==> src/rtl/mips_register_file_if.sv <==
// Bus bundle between the datapath and the register file: write port,
// two operand read ports, a debug read port and the commit counter.
interface mips_register_file_if #(
    parameter int DATA_W = 32
);
    logic              RegWrite;
    logic [4:0]        WriteReg;
    logic [DATA_W-1:0] WriteData;
    logic [4:0]        ReadReg1;
    logic [4:0]        ReadReg2;
    logic [DATA_W-1:0] ReadData1;
    logic [DATA_W-1:0] ReadData2;
    logic [4:0]        dbg_addr;
    logic [DATA_W-1:0] dbg_data;
    logic [31:0]       write_count;

    // Datapath side: drives indices and write data, consumes read data.
    modport master (
        output RegWrite, WriteReg, WriteData, ReadReg1, ReadReg2, dbg_addr,
        input  ReadData1, ReadData2, dbg_data, write_count
    );

    // Register file side.
    modport slave (
        input  RegWrite, WriteReg, WriteData, ReadReg1, ReadReg2, dbg_addr,
        output ReadData1, ReadData2, dbg_data, write_count
    );
endinterface

==> src/rtl/mips_register_file.sv <==
// 32 x DATA_W MIPS register file. r0 has no storage and always reads zero.
// Reset loads $gp/$sp with their ABI start values and clears everything else.
// Optional write-through bypass on the two operand ports; the debug port
// always shows stored contents.
module mips_register_file #(
    parameter int                 DATA_W  = 32,
    parameter logic [DATA_W-1:0]  SP_INIT = 32'h7FFF_EFFC,
    parameter logic [DATA_W-1:0]  GP_INIT = 32'h1000_8000,
    parameter bit                 BYPASS  = 1'b1
) (
    input  logic clk,
    input  logic reset,
    mips_register_file_if.slave rf
);

    logic [DATA_W-1:0] regs_q [1:31];
    logic [31:0]       write_count_q;
    logic [31:0]       write_count_d;
    logic              wr_commit;

    // A write only lands when enabled, not aimed at r0, and not overridden by reset.
    assign wr_commit     = rf.RegWrite && (rf.WriteReg != 5'd0) && !reset;
    assign write_count_d = write_count_q + {31'd0, wr_commit};

    // Register storage: reset image or a single committed write per edge.
    always_ff @(posedge clk) begin
        if (reset) begin
            for (int i = 1; i < 32; i++) begin
                if (i == 28)      regs_q[i] <= GP_INIT;
                else if (i == 29) regs_q[i] <= SP_INIT;
                else              regs_q[i] <= '0;
            end
        end else if (wr_commit) begin
            regs_q[rf.WriteReg] <= rf.WriteData;
        end
    end

    // Committed-write counter; wraps silently.
    always_ff @(posedge clk) begin
        if (reset) write_count_q <= '0;
        else       write_count_q <= write_count_d;
    end

    // Operand read ports: r0 forced to zero, optional same-cycle bypass.
    always_comb begin
        rf.ReadData1 = '0;
        rf.ReadData2 = '0;
        if (rf.ReadReg1 != 5'd0) begin
            if (BYPASS && wr_commit && (rf.WriteReg == rf.ReadReg1))
                rf.ReadData1 = rf.WriteData;
            else
                rf.ReadData1 = regs_q[rf.ReadReg1];
        end
        if (rf.ReadReg2 != 5'd0) begin
            if (BYPASS && wr_commit && (rf.WriteReg == rf.ReadReg2))
                rf.ReadData2 = rf.WriteData;
            else
                rf.ReadData2 = regs_q[rf.ReadReg2];
        end
    end

    // Debug port: stored contents only, never bypassed.
    always_comb begin
        rf.dbg_data = '0;
        if (rf.dbg_addr != 5'd0)
            rf.dbg_data = regs_q[rf.dbg_addr];
    end

    assign rf.write_count = write_count_q;

endmodule

==> src/flat_wrapper.sv <==
// flat-port wrapper written by rule: the top's interface ports become plain ports
module mips_register_file_flat 
#(
    parameter int                 DATA_W  = 32,
    parameter logic [DATA_W-1:0]  SP_INIT = 32'h7FFF_EFFC,
    parameter logic [DATA_W-1:0]  GP_INIT = 32'h1000_8000,
    parameter bit                 BYPASS  = 1'b1
)
  (clk, reset, rf_RegWrite, rf_WriteReg, rf_WriteData, rf_ReadReg1, rf_ReadReg2, rf_dbg_addr, rf_ReadData1, rf_ReadData2, rf_dbg_data, rf_write_count);
  mips_register_file_if #(.DATA_W(DATA_W)) rf_i ();
  input  logic clk;
  input  logic reset;
  input wire logic [$bits(rf_i.RegWrite)-1:0] rf_RegWrite;
  input wire logic [$bits(rf_i.WriteReg)-1:0] rf_WriteReg;
  input wire logic [$bits(rf_i.WriteData)-1:0] rf_WriteData;
  input wire logic [$bits(rf_i.ReadReg1)-1:0] rf_ReadReg1;
  input wire logic [$bits(rf_i.ReadReg2)-1:0] rf_ReadReg2;
  input wire logic [$bits(rf_i.dbg_addr)-1:0] rf_dbg_addr;
  output wire logic [$bits(rf_i.ReadData1)-1:0] rf_ReadData1;
  output wire logic [$bits(rf_i.ReadData2)-1:0] rf_ReadData2;
  output wire logic [$bits(rf_i.dbg_data)-1:0] rf_dbg_data;
  output wire logic [$bits(rf_i.write_count)-1:0] rf_write_count;
  assign rf_i.RegWrite = rf_RegWrite;
  assign rf_i.WriteReg = rf_WriteReg;
  assign rf_i.WriteData = rf_WriteData;
  assign rf_i.ReadReg1 = rf_ReadReg1;
  assign rf_i.ReadReg2 = rf_ReadReg2;
  assign rf_i.dbg_addr = rf_dbg_addr;
  assign rf_ReadData1 = rf_i.ReadData1;
  assign rf_ReadData2 = rf_i.ReadData2;
  assign rf_dbg_data = rf_i.dbg_data;
  assign rf_write_count = rf_i.write_count;
  mips_register_file #(.DATA_W(DATA_W), .SP_INIT(SP_INIT), .GP_INIT(GP_INIT), .BYPASS(BYPASS)) u_core (.clk(clk), .reset(reset), .rf(rf_i));
endmodule
==> config.mk <==
export PLATFORM = sky130hd
export DESIGN_NAME = mips_register_file_flat
export DESIGN_NICKNAME = d
export VERILOG_FILES = /design/src/rtl/mips_register_file_if.sv /design/src/rtl/mips_register_file.sv /design/src/flat_wrapper.sv
export SDC_FILE = /design/constraint.sdc
export NUM_CORES = 2
export LEC_CHECK = 0
export ABC_CLOCK_PERIOD_IN_PS = 2800
export CORE_MARGIN = 5
export CORE_UTILIZATION = 55
export DETAILED_ROUTE_END_ITERATION = 12
export PLACE_DENSITY = 0.75
export SLEW_MARGIN = 15
export SYNTH_ARGS = -nofsm -noshare
export SYNTH_HDL_FRONTEND = slang
export SYNTH_SLANG_ARGS = --single-unit
==> constraint.sdc <==
create_clock -name clk -period 2.8 [get_ports clk]
set_input_delay 0.56 -clock clk [delete_from_list [all_inputs] [get_ports clk]]
set_output_delay 0.56 -clock clk [all_outputs]
set_load 0.01 [all_outputs]
Word-level counts from Yosys, hierarchy flattened
Memories as Yosys holds them, arrays and structs flattened.
Index checks and enable logic that the tools add are counted.
{ "op_classes": {"n_addsub": 1, "n_eq_ne": 2, "muxes": 13, "n_reduce_logical": 10} }
{ "op_table": {"columns": ["cell", "n"], "rows": [
  ["32-bit 2-to-1 mux", 6],
  ["32-bit by 1-bit adder with 32-bit output", 1],
  ["32-bit OR reduction", 1],
  ["5-bit nonzero test", 4],
  ["5-bit equality test", 2],
  ["1-bit 2-to-1 mux", 6],
  ["5-bit 2-to-1 mux", 1],
  ["1-bit logical AND", 4],
  ["1-bit zero test", 1]
]} }
{ "word_totals": {"reg_bits": 32, "ramBits": 992, "input_bits": 55, "output_inout_bits": 128, "elab_cells": 28, "n_memories": 1} }
{ "memory_table": {"columns": ["memory", "words", "word_bits", "read_ports", "rd_ports_with_merged_regs", "write_ports", "line", "rtl"], "rows": [
  ["u_core.regs_q", 31, 32, 3, 0, 31, "mips_register_file.sv:16", "logic [DATA_W-1:0] regs_q [1:31];"]
]} }

Longest topological paths before layout
{ "logic_depth": {"depth_word": 8, "depth_mapped": 14} }

Least setup slack after synthesis
No wires, ideal clock.
{ "synth_path": {"path_type": "input-to-reg", "startpoint": "input port reset", "endpoint": "register u_core.write_count_q[28] (netlist: u_core.rf.write_count[28])", "setup_ns": 0.070, "arrival_time_ns": 2.974, "path_slack_ns": -0.244, "stages": 14, "path_cell_list": "clkbuf_1 -> nor2b_1 -> buf_2 -> o31ai_2 -> buf_4 -> buf_2 -> inv_1 -> ha_1 -> ha_1 -> nand4_1 -> nor3_2 -> nand3_1 -> or3_1 -> a21oi_1"} }
{ "synth_via": {"elab_chain_len": 3} }
{ "synth_lines": {"columns": ["element", "line", "rtl"], "rows": [
  ["from (decl)", "flat_wrapper.sv:12", "input logic reset;"],
  ["1-bit zero test", "mips_register_file.sv:22", "assign wr_commit = rf.RegWrite && (rf.WriteReg != 5'd0) && !reset;"],
  ["1-bit logical AND", "mips_register_file.sv:22", null],
  ["32-bit by 1-bit adder with 32-bit output", "mips_register_file.sv:23", "assign write_count_d = write_count_q + {31'd0, wr_commit};"],
  ["to (signal assigned)", "mips_register_file.sv:41", "else write_count_q <= write_count_d;"],
  ["to (decl)", "mips_register_file.sv:17", "logic [31:0] write_count_q;"]
]} }
Parallel ways exist; a longest one is shown, timed or not.
A chain may end at the register's enable or synchronous reset.

==> results.ini <==
[placed_design]
dp_cells=6526
placed_area_um2=75100
port_buffers=182
place_hpwl_mm=192
pre_cts_ws_ns=-1.46
place_congestion=1.01

[drt]
wire_per_inst_um=41.9
routed_wl_mm=296
drc=0
vias=53977
post_drt_via_cell_ratio=7.66
first_pass_iters=9
ant_nets=0
drtIter0Drc=10139

[logic_synthesis]
syn_inst=4511
synth-compound-area-share_pct=6.76
synth.area.top_cells=edfxtp_1 (47%), mux4_2 (23%), and2_1 (9.3%)
ys_top_cells_by_count=edfxtp_1 (1,024), and2_1 (963), mux4_2 (676)
synthMuxAreaShare_pct=28.5
yosysTopAreaCellShare_pct=47.4
synthAdderAreaFrac_pct=0.0386
synth_seq_cells=1056
syn_area_um2=64800
synth_area_leader_cell=edfxtp_1
synth.avg_cell_area_um2=14.4
ys.flop_type=edfxtp_1
synth_cell_types=56
synth_simple_gate_area_share_pct=11.8
synth_edf_count=1024
yosysMostFrequentCell=edfxtp_1
synth_top_family_by_area=multiplexers
synth_xor_xnor_area_share_pct=0.486
async_flop_share_pct=0
ys_seq_area_share_pct=48.4
ys_warn_count=0

[cts]
h-tree-depth=3
clk_path_buf_depth=3
cts_tree=done
insertion_delay_ns=0.73
path_clk_slew_ns=0.06
clock-sinks=1056
cts_buffers=115
cts_root_buf=clkbuf_16

[floorplan]
initial_core_util_pct=55.1
die_height_um=353
core_um2=118000
placementRows=126
die_w_um=353
dieArea_um2=125000
ios=183

[pwr]
p_leak_nw=30.8
power_density_nw_per_um2=521
finalPower_w=0.0440
max-vdd-ir-drop_v=0.000571

[setup_path]
critPathSlowestCell=o211ai_1
cpMostUsedCell=o211ai_1
crit_path_start_kind=flop
end_kind=output port
cpPeakStageDelay_ns=0.94
crit_family=compound AO/OA/AOI/OAI gates
cp.required_ns=2.24
cp_data_arrival_time_ns=3.21
path_buf_inv=1
worstPathMaxFanout=3
worstPathCellList=mux4_2 -> o211ai_1 -> o211ai_1 -> o311a_1 -> buf_2
crit_type=reg -> out

[sta]
clock.fmax_ghz=0.265
skew_ns=0.00518
min_period_ns=3.77
worstMarginPinSlew_ns=1.37
setup_viol=96
fin_ws_ns=-0.973
max_slew_margin_pct=8.37
hold_violations=0
slew_viol_final=0
timing.hold.ws_ns=0.506
finalCritPeriodShare_pct=135
rsz0062_at_grt=true

[global_route]
grt_overflow=0
grt_pass1_vias=51571
grt_usage_pct=45.0
grt_max_degree=64
antenna_found_initial=34
grt_pass1_wl_mm=393

[cells_and_area]
area_growth_pct=30.4
design_area_um2=84500
finalNetCount=5453
final_cells=7049
drive_gt1_share_pct=44.2

[run]
cap_violations=0

[outcome]
status=complete, but fails checks
violations=setup timing

[hold_path]
hold_class=reg -> reg

[cell type report]
class,count,area [µm²]
fillers,7261,33100
inverters,38,153
clock inverters,73,785
clock buffers,137,3000
flip-flops and latches,1056,31400
repair buffers,1252,14500
well taps,1536,1920
diodes,24,60.1
multi-input cells,2933,32700
[logic make-up (layout without fill, tap and decap cells)]
group           count (synthesis)  in the layout
mux                           988            988
xor+xnor                       36             36
fa+ha+maj                       2              2
flops                        1056           1056
buf+inv                       553           1500
compound gates                607            607
simple gates                 1268           1268
other cells                     1             56
[per-layer routing]
metal	GRT usage (%)	routed length (µm)	vias up
met1	55.8	91000	26329
li1	-	-	19709
met2	63.5	122000	6185
met4	30.8	27200	22
met3	19.7	54900	1732
met5	1.04	610	-
[power by group]
group | internal, W | switching [W]
logic | 0.00445 | 0.00504
registers | 0.0182 | 0.000675
clock network | 0.00884 | 0.00684
[sequential cells by signal, summed over array words and instances, names as in the netlist]
name and count:
u_core.rf.write_count 32, u_core.regs_q 1024
[worst reg2reg max path, stage by stage, from the launching register on]
cell and delay (ns):
dfxtp_1 0.44, nand4_1 0.20, nor4_4 0.51, nand3_2 0.16
or3_1 0.36, a21oi_1 0.14
[path summary, 6_finish.rpt]
| kind | from | to | slack (ns) | cells past startpoint |
|---|---|---|---|---|
| worst max-delay path | u_core.regs_q[5][15]$_SDFFCE_PN0P_ | rf_ReadData2[15] | -0.97 | 5 |
| worst min-delay path | u_core.rf.write_count[25]$_SDFF_PP0_ | u_core.rf.write_count[25]$_SDFF_PP0_ | 0.51 | 2 |
| worst max register to register | u_core.rf.write_count[11]$_SDFF_PP0_ | u_core.rf.write_count[28]$_SDFF_PP0_ | 0.89 | 5 |
| worst min register to register | u_core.rf.write_count[25]$_SDFF_PP0_ | u_core.rf.write_count[25]$_SDFF_PP0_ | 0.51 | 2 |
[through the flow]
| stage | utilization (%) | setup TNS, ns |
|---|---|---|
| after global routing | 71.8 | -38.93 |
| final | 71.9 | -40.21 |
| after detailed placement | 63.8 | -146.19 |
| after floorplan | - | 0 |
| after CTS | 69.9 | -34.08 |
| after global placement | 63.8 | -148.52 |
[cells in the final DEF (no fill, tap or decap), types with 64 or more instances in the layout]
master,n
edfxtp_1,1024
and2_1,963
mux4_2,676
buf_4,632
buf_12,241
mux2i_1,233
buf_6,154
clkbuf_16,135
o211ai_1,116
mux2_2,74
clkdlybuf4s50_1,64
[timing repair]
item,in CTS,in global routing
hold endpoints to repair,0,0
endpoints found under the setup margin,96,96
pin swaps,142,115
cloned,20,20
gates resized for setup,876,221
setup buffers,156,122
hold buffers,0,0
(Power assumes the default switching activity.)
